$ cat config.mk
export PLATFORM = sky130hd
export DESIGN_NAME = sp_ram_arbiter
export DESIGN_NICKNAME = d
export VERILOG_FILES = /design/src/rtl/sp_ram_arbiter.sv
export SDC_FILE = /design/constraint.sdc
export NUM_CORES = 1
export LEC_CHECK = 0
export ABC_AREA = 1
export CAP_MARGIN = 0
export CORE_MARGIN = 2
export CORE_UTILIZATION = 38
export DETAILED_ROUTE_END_ITERATION = 12
export HOLD_SLACK_MARGIN = 0.06
export MAX_ROUTING_LAYER = met4
export PLACE_DENSITY = 0.77
export SLEW_MARGIN = 20
export SYNTH_ARGS = -nofsm -noshare
export SYNTH_HDL_FRONTEND = slang
export SYNTH_SLANG_ARGS = --single-unit
$ cat constraint.sdc
create_clock -name clk -period 1.05 [get_ports clk]
set_input_delay 0.1575 -clock clk [delete_from_list [all_inputs] [get_ports clk]]
set_output_delay 0.1575 -clock clk [all_outputs]
set_load 0.01 [all_outputs]
$ cat src/rtl/sp_ram_arbiter.sv
// Round-robin arbiter for two requesters sharing a 256x8 single-port RAM, with a fill sequencer.
// Latency: grant is combinational, read data valid one cycle after the grant edge; clear holds off all grants.
module sp_ram_arbiter #(
    parameter int              AW   = 8,
    parameter int              DW   = 8,
    parameter logic [DW-1:0]   FILL = '0
) (
    input  logic          clk,
    input  logic          reset,
    input  logic          clr_start,
    output logic          busy,
    input  logic          a_req,
    input  logic          a_we,
    input  logic [AW-1:0] a_addr,
    input  logic [DW-1:0] a_wdata,
    output logic          a_gnt,
    output logic          a_rvalid,
    output logic [DW-1:0] a_rdata,
    input  logic          b_req,
    input  logic          b_we,
    input  logic [AW-1:0] b_addr,
    input  logic [DW-1:0] b_wdata,
    output logic          b_gnt,
    output logic          b_rvalid,
    output logic [DW-1:0] b_rdata,
    output logic          ram_ce,
    output logic          ram_oce,
    output logic          ram_reset,
    output logic          ram_wre,
    output logic [AW-1:0] ram_ad,
    output logic [DW-1:0] ram_din,
    input  logic [DW-1:0] ram_dout
);

    typedef enum logic {CLEAR, IDLE} state_t;

    localparam logic [AW:0] CLR_LAST = {1'b0, {AW{1'b1}}};

    state_t        state, state_nxt;
    logic [AW:0]   clr_cnt, clr_cnt_nxt;
    logic          last_gnt;          // 1 = B was granted last
    logic          rv_q;
    logic          rv_owner;          // 1 = pending read data belongs to B
    logic [AW-1:0] ad_q;
    logic [DW-1:0] din_q;

    always_comb begin
        state_nxt   = state;
        clr_cnt_nxt = clr_cnt;
        busy        = 1'b0;
        a_gnt       = 1'b0;
        b_gnt       = 1'b0;
        ram_ce      = 1'b0;
        ram_wre     = 1'b0;
        ram_ad      = ad_q;
        ram_din     = din_q;
        case (state)
            CLEAR: begin
                busy        = 1'b1;
                ram_ce      = 1'b1;
                ram_wre     = 1'b1;
                ram_ad      = clr_cnt[AW-1:0];
                ram_din     = FILL;
                clr_cnt_nxt = clr_cnt + 1'b1;
                if (clr_cnt == CLR_LAST) begin
                    state_nxt   = IDLE;
                    clr_cnt_nxt = '0;
                end
            end
            IDLE: begin
                if (clr_start) begin
                    state_nxt   = CLEAR;
                    clr_cnt_nxt = '0;
                end else if (!reset) begin
                    a_gnt = a_req & (~b_req | last_gnt);
                    b_gnt = b_req & (~a_req | ~last_gnt);
                    if (a_gnt) begin
                        ram_ce  = 1'b1;
                        ram_wre = a_we;
                        ram_ad  = a_addr;
                        ram_din = a_wdata;
                    end else if (b_gnt) begin
                        ram_ce  = 1'b1;
                        ram_wre = b_we;
                        ram_ad  = b_addr;
                        ram_din = b_wdata;
                    end
                end
            end
            default: state_nxt = CLEAR;
        endcase
    end

    always_ff @(posedge clk) begin
        if (reset) begin
            state    <= CLEAR;
            clr_cnt  <= '0;
            last_gnt <= 1'b1;
            rv_q     <= 1'b0;
            rv_owner <= 1'b0;
            ad_q     <= '0;
            din_q    <= '0;
        end else begin
            state   <= state_nxt;
            clr_cnt <= clr_cnt_nxt;
            rv_q    <= (a_gnt & ~a_we) | (b_gnt & ~b_we);
            if (a_gnt | b_gnt) begin
                last_gnt <= b_gnt;
                rv_owner <= b_gnt;
            end
            ad_q  <= ram_ad;
            din_q <= ram_din;
        end
    end

    // Reset kills a read whose data would land in the reset cycle.
    assign a_rvalid  = rv_q & ~rv_owner & ~reset;
    assign b_rvalid  = rv_q &  rv_owner & ~reset;
    assign a_rdata   = ram_dout;
    assign b_rdata   = ram_dout;
    assign ram_oce   = 1'b1;
    assign ram_reset = reset;

endmodule
Word level (Yosys, flattened, before mapping)

Index checks and enable logic that the tools add are counted.

Register bits: 29
Bits of input ports: 47
Output and inout bits: 41
Word-level logic and storage cells: 63

$add $sub $neg: 1
Equality and inequality tests: 2
Multiplexer cells: 33
Bitwise gates (word level): 20

Operators by type and width:

| kind                  | count |
|---|---|
| $mux W8               | 8 |
| $pmux W8 S2           | 2 |
| $mux W9               | 2 |
| $pmux W9 S2           | 1 |
| $mux W1               | 17 |
| $add A9 B1 Y9 const B | 1 |
| $eq A9 B8 Y1 const B  | 1 |
| $and A1 B1 Y1         | 8 |
| $not A1 Y1            | 8 |
| $pmux W1 S2           | 3 |
| $or A1 B1 Y1          | 4 |
| $ne A2 B2 Y1 const B  | 1 |

Logic depth before layout (Yosys ltp)

Depth in word-level cells: 8
Mapped depth: 9
Depth with buffers taken out: 9

Worst setup path after synthesis

Ideal clock, no wire load.

Path type: reg-to-output
Start point: register last_gnt
End point: output ram_ad[6]
Data arrival time: 1007 ps
Data required time: 892 ps
Setup slack: -114 ps
Cell stages (with the launch flop): 10
Path buffers: 1
Cell sequence: dfxtp_1 > nand2_2 > nand2_2 > buf_6 > nand2_2 > nand3_1 > nand2_1 > nand2_1 > nand2_1 > inv_1

Longest elaborated chain between the ends: 8
Elaborated cells between the ends (all ways): 10
Those cells by class: mux: 5; bitwise: 5

RTL lines:

| element                | line | text |
|---|---|---|
| start, declared        | 41   | `logic last_gnt;` |
| start signal, assigned | 108  | `last_gnt <= b_gnt;` |
| $not A1 Y1             | 76   | `b_gnt = b_req & (~a_req \| ~last_gnt);` |
| $or A1 B1 Y1           | 76   |  |
| $and A1 B1 Y1          | 76   |  |
| $mux W8                | 82   | `end else if (b_gnt) begin` |
| $mux W8 (*)            | 77   | `if (a_gnt) begin` |
| $mux W8 (*)            | 74   | `end else if (!reset) begin` |
| $mux W8 (*)            | 71   | `if (clr_start) begin` |
| $pmux W8 S2 (*)        | 57   | `case (state)` |
| end, declared          | 30   | `output logic [AW-1:0] ram_ad,` |

Every way passes the cells marked *; elsewhere a longest branch is shown, timed or not.

Worst setup path after layout

Same ends and word-level chain as after synthesis.

==> flow_summary.json <==
{
  "synth_fp_nets": 360,
  "cts.htree.levels": 2,
  "ys_seq_area_share_pct": 29.7,
  "worstPathRequired_ps": 890,
  "viasPerCell": 5.44,
  "timing.final.hold_violations": 0,
  "final_estimated_routing_congestion_in_global_placement": 0.829,
  "grt_start_max_net_pins": 12,
  "status": "complete, but fails checks",
  "post-route-util_pct": 78.3,
  "ctsRootBufferMaster": "sky130_fd_sc_hd__clkbuf_8",
  "synthCells": 312,
  "synth_top_flop_cell": "sky130_fd_sc_hd__dfxtp_1",
  "core-area_sq_mm": 0.00504,
  "timing.hold.worst_path_depth": 3,
  "total_of_warnings_raised_by_yosys": 0,
  "setup-tns-final_ps": -19620,
  "fin_ws_ps": -763,
  "detailed_routing_iteration_count_for_the_pre_antenna_repair_pass": 5,
  "layout_net_count": 493,
  "cts_tree": "done",
  "remaining_drc_errors": 0,
  "grt_overflow": 0,
  "timing.critical_path.to_type": "output port",
  "synthArstFlopShare_pct": 0,
  "wire_length_of_the_first_global_routing_pass_um": 12900,
  "antenna_cells_inserted": 0,
  "slew_viol_final": 0,
  "final-instance-count-excl-fill": 516,
  "rr_worst_depth": 14,
  "top_level_ports": 88,
  "period_share_pct": 173,
  "synth.area.top_cells": "sky130_fd_sc_hd__dfxtp_1 (30%), sky130_fd_sc_hd__nand2_1 (16%), sky130_fd_sc_hd__inv_1 (8.4%)",
  "netlist_area_before_placement_sq_mm": 0.00196,
  "cpMaxStageDelayCell": "sky130_fd_sc_hd__dfxtp_4",
  "max-vdd-ir-drop_uv": 784,
  "area_delta_synth_final_pct": 102,
  "rsz0062_at_grt": "true",
  "clk_lat_worst_skew_ps": 310,
  "final.min_clock_period_ps": 1810,
  "place.detailed.instances": 467,
  "inserted_clock_buffers": 5,
  "post_synth_num_cell_types": 29,
  "drt_iter0_drc": 232,
  "drive_above_1_share_pct": 56.5,
  "die_ht_um": 75.7,
  "rows": 26,
  "fmaxAchievable_ghz": 0.552,
  "totalPowerFinal_mw": 3.83,
  "die-area_sq_mm": 0.00574,
  "finalSetupViolations": 52,
  "post_dp_cell_area_sq_mm": 0.00289,
  "post-synth-top-area-cell": "sky130_fd_sc_hd__dfxtp_1",
  "dp_slack_ps": -1090,
  "final_area_sq_mm": 0.00395,
  "wl_per_cell_um": 19.8,
  "synth_commonest_cells": "sky130_fd_sc_hd__nand2_1 (84), sky130_fd_sc_hd__inv_1 (44), sky130_fd_sc_hd__nor2_1 (36)",
  "failed_checks": "negative setup slack",
  "routed-via-count": 2808,
  "worst_clock_skew_ps": 18.6,
  "power_per_cell_area_mw_per_mm2": 970,
  "routed_wl_um": 10200,
  "total_leakage_power_nw": 1.85,
  "fp.dieW_um": 75.7,
  "syn_avg_cell_area_sq_um": 6.27,
  "floorplan.initialDensity_pct": 38.8,
  "clock_transition_at_the_registers_of_the_reported_paths_ps": 80,
  "synth_top_cell_area_share_pct": 29.7,
  "cts.path.max_buffers": 2,
  "hold-worst-slack_ps": 276,
  "cpLargestDelayFamily": "simple AND/OR/NAND/NOR gates",
  "drv.max_cap_violation_count": 0,
  "crit_path_max_fanout": 4,
  "ordered_list_of_cells_on_the_worst_path": "inv_6 > nand2_8 > buf_6 > nand3_2 > nand2_1 > inv_1 > nand2_1 > nand2_1 > nand2_1 > inv_1 > buf_2",
  "hpwl_um": 4240,
  "postCtsHoldBufs": 0,
  "synth_edf_count": 0,
  "synthMostInstantiatedCell": "sky130_fd_sc_hd__nand2_1",
  "grt_use_total_pct": 31.3,
  "numClockSinks": 29,
  "cp.depth": 11,
  "critical_path_class": "reg -> out",
  "critical-path-max-stage-delay_ps": 420,
  "synth_register_bits": 29,
  "number_of_global_route_vias_before_repair": 2592,
  "ant_nets": 0,
  "number_of_buffer_and_inverter_stages_on_the_critical_path": 5,
  "portBuffers": 62,
  "worst_path_most_repeated_cell": "sky130_fd_sc_hd__nand2_1",
  "worst_ep_arrival_time_ps": 1660,
  "antenna_found_initial": 0,
  "hold_class": "in -> reg",
  "setup.worst_path.start_class": "flip-flop"
}
[report_power, final]
part / leakage (nW) / internal [mW] / switching [mW]
clock network: 0.0395 / 0.471 / 0.473
logic: 1.57 / 0.859 / 0.783
registers: 0.237 / 1.18 / 0.0590
total: 1.85 / 2.51 / 1.32
[cell families after synthesis]
kind of cell             after synthesis  synth area share [%]
buffers and inverters                 79                  20.5
flip-flops                            29                  29.7
adder cells (fa/ha/maj)                1                 0.640
AO/OA/AOI/OAI                         34                  10.4
other                                  1                 0.192
AND/OR/NAND/NOR                      168                  38.6
[final timing paths]
check        slack, ps          to        from
max               -760   ram_ad[6]    last_gnt
min                280     ad_q[7]       reset
max reg2reg       -680     ad_q[3]    last_gnt
min reg2reg        600  clr_cnt[5]  clr_cnt[5]
[registers in the layout, indices dropped and copies added, names as in the netlist]
name and cells:
ad_q 8, state 1, rv_owner 1, last_gnt 1
clr_cnt 9, din_q 8, rv_q 1
[what timing repair did]
action	in CTS	in global routing
resized for setup	223	82
setup endpoints to repair	53	52
buffers inserted	49	13
cloned	4	0
pin swaps	48	58
[worst min-delay path: cells and delay by family]
family                 cells  cell delay [ps]
AO/OA/AOI/OAI              1               40
buffers and inverters      2              350
[metal layers]
layer  wire length (um)  vias up  track usage [%]
li1                   -     1222                -
met1               3990     1382             37.2
met2               5010      152             50.0
met3                624       52             6.75
met4                574        0             15.4
met5                  0        -                -
[cell usage in the layout (no fill, tap or decap), types with 14 or more instances in the layout]
cell type | netlist | layout
sky130_fd_sc_hd__nand2_2 | 3 | 31
sky130_fd_sc_hd__nor2_1 | 36 | 22
sky130_fd_sc_hd__inv_2 | 5 | 17
sky130_fd_sc_hd__buf_6 | 3 | 53
sky130_fd_sc_hd__nand3_2 | 0 | 14
sky130_fd_sc_hd__nand2_1 | 84 | 52
sky130_fd_sc_hd__buf_4 | 20 | 48
sky130_fd_sc_hd__inv_1 | 44 | 29
sky130_fd_sc_hd__clkdlybuf4s50_1 | 0 | 34
sky130_fd_sc_hd__dfxtp_1 | 29 | 22
[cell type report]
cell class,count,area (sq um)
Timing Repair Buffer,152,1480
Sequential cell,29,594
Clock buffer,8,80.1
Tap cell,70,87.6
Inverter,50,205
Fill cell,269,1090
Multi-Input combinational cell,207,1500
Power figures use the tool's default switching activity.
